## config.mk

```make
export PLATFORM = sky130hd
export DESIGN_NAME = adder_tree_ctrl
export DESIGN_NICKNAME = d
export VERILOG_FILES = /design/src/rtl/adder_tree_ctrl.sv
export SDC_FILE = /design/constraint.sdc
export NUM_CORES = 1
export LEC_CHECK = 0
export CAP_MARGIN = 5
export CORE_ASPECT_RATIO = 2
export CORE_UTILIZATION = 55
export DETAILED_ROUTE_END_ITERATION = 6
export GPL_TIMING_DRIVEN = 0
export HOLD_SLACK_MARGIN = 0.08
export PLACE_DENSITY = 0.8
export SYNTH_ARGS = -nofsm -noshare
export SYNTH_HDL_FRONTEND = slang
export SYNTH_SLANG_ARGS = --single-unit
export TNS_END_PERCENT = 10
```

## constraint.sdc

```tcl
create_clock -name clk -period 4.5 [get_ports clk]
set_clock_uncertainty 0.15 [all_clocks]
set_input_delay 0.45 -clock clk [delete_from_list [all_inputs] [get_ports clk]]
set_output_delay 0.45 -clock clk [all_outputs]
set_load 0.01 [all_outputs]
```

## src/rtl/adder_tree_ctrl.sv

```systemverilog
`timescale 1ns/1ps
`default_nettype none
// ============================================================================
//  Module   : adder_tree_ctrl
//  Purpose  : Sequencer for the 9-input pipelined adder tree. Accepts one
//             product vector per pixel, advances the tree with a global
//             enable, tracks occupancy with a valid pipe and hands finished
//             pixels downstream with their OFM address.
//  Options  : ADDER_CTRL_PERF_EN adds saturating stall/bubble counters.
//  Revision : 1.0  initial release
// ============================================================================
module adder_tree_ctrl #(
  parameter int LATENCY = 4,
  parameter int CNT_W   = 16
) (
  input  logic             clk,
  input  logic             rst,
  input  logic             start,
  input  logic [CNT_W-1:0] cfg_num_pix,
  input  logic [CNT_W-1:0] cfg_base_addr,
  input  logic             pe_valid,
  output logic             pe_ready,
  output logic             ready_adder,
  output logic             ofm_valid,
  input  logic             ofm_ready,
  output logic [CNT_W-1:0] ofm_addr,
  output logic             busy,
  output logic             done
`ifdef ADDER_CTRL_PERF_EN
  ,
  output logic [CNT_W-1:0] perf_stall_cnt,
  output logic [CNT_W-1:0] perf_bubble_cnt
`endif
);

  typedef enum logic [1:0] {
    S_IDLE  = 2'd0,
    S_RUN   = 2'd1,
    S_DRAIN = 2'd2,
    S_DONE  = 2'd3
  } state_t;

  state_t             state;
  state_t             state_nxt;
  logic [LATENCY-1:0] vld;
  logic [LATENCY-1:0] vld_shift;
  logic [LATENCY-1:0] vld_nxt;
  logic [CNT_W-1:0]   issued;
  logic [CNT_W-1:0]   retired;
  logic [CNT_W-1:0]   issued_nxt;
  logic [CNT_W-1:0]   retired_nxt;
  logic [CNT_W-1:0]   num_pix;
  logic [CNT_W-1:0]   base_addr;
  logic               active;
  logic               adv;
  logic               cap;
  logic               ret;
  logic               start_acc;

  // Handshake and advance qualifiers; a stalled output freezes the whole tree.
  assign start_acc   = start && (state == S_IDLE);
  assign active      = (state == S_RUN) || (state == S_DRAIN);
  assign adv         = active && (!vld[LATENCY-1] || ofm_ready);
  assign pe_ready    = adv && (state == S_RUN);
  assign cap         = pe_valid && pe_ready;
  assign ofm_valid   = vld[LATENCY-1];
  assign ret         = ofm_valid && ofm_ready;
  assign ready_adder = adv;
  assign busy        = active;
  assign done        = (state == S_DONE);
  assign ofm_addr    = base_addr + retired;

  assign issued_nxt  = issued  + {{(CNT_W-1){1'b0}}, cap};
  assign retired_nxt = retired + {{(CNT_W-1){1'b0}}, ret};

  // Valid pipe shifted by one stage per advance; a single-stage tree just loads.
  if (LATENCY > 1) begin : g_pipe_multi
    assign vld_shift = {vld[LATENCY-2:0], cap};
  end else begin : g_pipe_single
    assign vld_shift = cap;
  end

  // Pipe only moves on advance, so a stall holds every stage in place.
  always_comb begin
    vld_nxt = vld;
    if (adv) begin
      vld_nxt = vld_shift;
    end
  end

  // Next-state: transitions look at the post-handshake counts so that no extra
  // vector is captured after the last one and done follows the final retire.
  always_comb begin
    state_nxt = state;
    case (state)
      S_IDLE: begin
        if (start) begin
          state_nxt = (cfg_num_pix == '0) ? S_DONE : S_RUN;
        end
      end
      S_RUN: begin
        if (issued_nxt == num_pix) begin
          state_nxt = S_DRAIN;
        end
      end
      S_DRAIN: begin
        if (retired_nxt == num_pix) begin
          state_nxt = S_DONE;
        end
      end
      S_DONE: begin
        state_nxt = S_IDLE;
      end
      default: begin
        state_nxt = S_IDLE;
      end
    endcase
  end

  // State, pipe occupancy, counters and configuration captured on start.
  always_ff @(posedge clk) begin
    if (rst) begin
      state     <= S_IDLE;
      vld       <= '0;
      issued    <= '0;
      retired   <= '0;
      num_pix   <= '0;
      base_addr <= '0;
    end else begin
      state <= state_nxt;
      if (start_acc) begin
        vld       <= '0;
        issued    <= '0;
        retired   <= '0;
        num_pix   <= cfg_num_pix;
        base_addr <= cfg_base_addr;
      end else begin
        vld     <= vld_nxt;
        issued  <= issued_nxt;
        retired <= retired_nxt;
      end
    end
  end

`ifdef ADDER_CTRL_PERF_EN
  logic stall_inc;
  logic bubble_inc;

  assign stall_inc  = active && !adv;
  assign bubble_inc = (state == S_RUN) && adv && !pe_valid;

  // Saturating performance counters, cleared when a pass begins.
  always_ff @(posedge clk) begin
    if (rst) begin
      perf_stall_cnt  <= '0;
      perf_bubble_cnt <= '0;
    end else if (start_acc) begin
      perf_stall_cnt  <= '0;
      perf_bubble_cnt <= '0;
    end else begin
      if (stall_inc && (perf_stall_cnt != '1)) begin
        perf_stall_cnt <= perf_stall_cnt + 1'b1;
      end
      if (bubble_inc && (perf_bubble_cnt != '1)) begin
        perf_bubble_cnt <= perf_bubble_cnt + 1'b1;
      end
    end
  end
`else
  // Without performance monitoring there is no extra state to maintain.
`endif

endmodule
`default_nettype wire
```

==> flow_metrics.tcl <==
set metrics [dict create \
    status "finished clean" \
    die_h_um 126.0 \
    core-area_um2 7322 \
    period_share_pct 92.72 \
    fmax_mhz 239.7 \
    antenna_left 0 \
    ys_seq_area_share_pct 33.14 \
    final_nets 652 \
    synthSimpleGateAreaFrac_pct 26.12 \
    vias 3993 \
    ys_warn_count 0 \
    synthTopCellsByArea "dfxtp_1 33%, xnor2_1 9.3%, nand2_1 7.9%" \
    power_frac_comb_pct 33.2 \
    crit_slowest_cell "clkdlybuf4s50_1" \
    die_w_um 64.01 \
    diodes 0 \
    clock-sinks 70 \
    synth_area_leader_cell "dfxtp_1" \
    worstSetupPathType "flip-flop to output pin" \
    synth.cell_area_um2 4229 \
    num_rows 44 \
    syn_area_per_cell_um2 8.086 \
    start_util_pct 57.76 \
    cts.path.max_buffers 2 \
    critPathTopFamily "compound AO/OA/AOI/OAI gates" \
    final_area_um2 5254 \
    gp_congestion 0.9719 \
    slew_violations 0 \
    synth_top_flop_cell "dfxtp_1" \
    cellPowerDensity_nw_per_um2 448.7 \
    htreeDepth 3 \
    cts_hold_buf 0 \
    cp-start-kind "flip-flop" \
    synthAdderAreaFrac_pct 7.574 \
    p_sw_share_pct 33.01 \
    min_from "rst" \
    synthCells 523 \
    clk_latency_ps 330 \
    grtUsageTotal_pct 32.06 \
    required_ps 3900 \
    postCtsSetupRepairBufs 0 \
    setup_violations 0 \
    grt_pass1_vias 4091 \
    crit_buf_inv 1 \
    grt_max_degree 13 \
    antenna_found_initial 0 \
    synthXorXnorAreaFrac_pct 15.00 \
    async_reset_ff_share_pct 0 \
    postPlaceCellArea_um2 4905 \
    synth_top_family_by_area "simple AND/OR/NAND/NOR gates" \
    wl_per_cell_um 17.84 \
    cts_root_buf "clkbuf_16" \
    max_stage_delay_ps 550 \
    ios 58 \
    routed_via_density 5.812 \
    seq_power_share_pct 31.5 \
    r2r_start "state[1]$_SDFFE_PP0P_" \
    routed_wl_um 12250 \
    layout_min_cycle_time_ps 4172 \
    slew_headroom_pct 52.54 \
    worst_pin_slew_ps 711.9 \
    tns_ps 0 \
    dr.pass1.iters 4 \
    synth-edff-count 0 \
    drc_errors 0 \
    synth_compound_area_share_pct 14.32 \
    intPower_uw 1579 \
    dp_hpwl_um 9421 \
    critPathMostFrequentCell "a211oi_1" \
    muxShareOfSynthArea_pct 0.4734 \
    p_clk_share_pct 35.2 \
    cp.arrival_ps 3570 \
    vdd.ir_drop.worst_mv 0.3098 \
    r2r_cells 15 \
    drive_gt1_share_pct 4.874 \
    first_iter_violations 202 \
    syn_nets 585 \
    numPortBuffers 56 \
    die_area_um2 8065 \
    grt-ovfl-total 0 \
    final_common_cell "nand2_1" \
    p_leak_uw 0.001998 \
    min_path_cells 2 \
    reg2reg_slack_ps 370 \
    area_delta_synth_final_pct 24.23 \
    synth_top_area_share_pct 33.14 \
    grt_first_pass_wirelength_um 19480 \
    r2r_end "state[1]$_SDFFE_PP0P_" \
    yosys_register_bits 70 \
    hold_viol 0 \
    cap_violations 0 \
    cts_resized 0 \
    crit_chain "ha_1 > o21a_1 > a211oi_1 > o31ai_1 > nor4_1 > nor3_1 > a211oi_1 > a21oi_1 > xnor2_1 > clkdlybuf4s50_1" \
    grt_setup_unrepaired "no" \
    tritoncts "done" \
    cp-end-kind "output pin" \
    clk_pin_slew_worst_paths_ps 60 \
    cp_max_fo 6 \
    worst_hold_path_type "primary input to flip-flop" \
    hold_end "num_pix[8]$_SDFFE_PP0P_" \
    power.switching_uw 778.4 \
    yosys.cell_types.count 54 \
    final_cell_mix "89 x nand2_1, 70 x dfxtp_1, 56 x clkdlybuf4s50_1" \
    numCtsBuffers 9 \
]
final cells by class:
cell class,count,area (µm²)
Buffer,21,86.33
Clock buffer,10,239.0
Clock inverter,6,108.9
Fill cell,581,2068
Inverter,15,56.30
Multi-Input combinational cell,417,2686
Sequential cell,70,1401
Tap cell,92,115.1
Timing Repair Buffer,56,560.5
metal layers:
metal / GRT usage, % / up-vias / routed length, µm
li1: - / 1949 / -
met3: 4.710 / 64 / 411
met5: 0 / - / 0
met2: 58.70 / 133 / 6508
met4: 26.74 / 0 / 978
met1: 30.06 / 1847 / 4355
cell usage after synthesis (2+ instances only):
master     number
a2111oi_0       2
a211oi_1        5
a21oi_1        52
a311oi_1        2
a31oi_1         2
and2_1         11
and3_1          8
buf_1           2
buf_4           2
clkbuf_1       17
dfxtp_1        70
ha_1           24
inv_1          15
mux2i_1         2
nand2_1        89
nand2b_1        7
nand3_1        13
nand4_1        12
nor2_1         46
nor2b_1         5
nor3_1         12
nor4_1         10
o2111ai_1       3
o211ai_1        2
o21a_1          3
o21ai_0         9
o221a_2         2
o31ai_1         2
o32ai_1         2
or2_2           3
or3_1           2
or4_1           3
xnor2_1        45
xnor3_1         3
xor2_1         17
cell families (layout without fill, tap and decap cells):
kind of cell | Yosys count | after routing
compound gates | 96 | 96
xor+xnor | 66 | 66
fa+ha+maj | 25 | 25
buf+inv | 36 | 108
flops | 70 | 70
mux | 2 | 2
simple gates | 228 | 228
power by group through the flow:
stage / registers (µW) / clock network (µW) / logic, µW
after floorplan: 738 / 0 / 479
after global placement: 751 / 0 / 758
after detailed placement: 755 / 0 / 775
after CTS: 742 / 828 / 784
after global routing: 749 / 854 / 853
final: 744 / 830 / 784
through the flow:
step | setup WS [ps] | power [µW] | std cells | hold slack, ps | utilization [%]
finish | 327.5 | 2358 | 687 | 227.0 | 71.75
global route | 38.45 | 2456 | 687 | 231.9 | 71.75
CTS | 228.5 | 2353 | 687 | 219.9 | 71.74
detailed placement | 216.5 | 1530 | 671 | 295.4 | 66.99
global placement | 232.3 | 1509 | 671 | 288.8 | 66.99
floorplan | 988.5 | 1217 | 523 | 282.1 | -
sequential cells by signal, indices dropped and copies added (netlist names):
name and count:
base_addr 16, issued 16, retired 16, state 2
num_pix 16, vld 4
worst max-delay path by stage:
| stage | start | endpoint | cells past startpoint |
|---|---|---|---|
| 4_1_cts | state[0]$_SDFFE_PP0P_ | state[1]$_SDFFE_PP0P_ | 15 |
| 3_3_place_gp | ofm_ready | state[1]$_SDFFE_PP0P_ | 14 |
| 5_1_grt | state[0]$_SDFFE_PP0P_ | state[1]$_SDFFE_PP0P_ | 14 |
| 3_5_place_dp | ofm_ready | state[1]$_SDFFE_PP0P_ | 14 |
| 6_report | retired[2]$_SDFF_PP0_ | ofm_addr[15] | 10 |
| 2_1_floorplan | state[0]$_SDFFE_PP0P_ | state[1]$_SDFFE_PP0P_ | 14 |
Power figures use the tool's default switching activity.
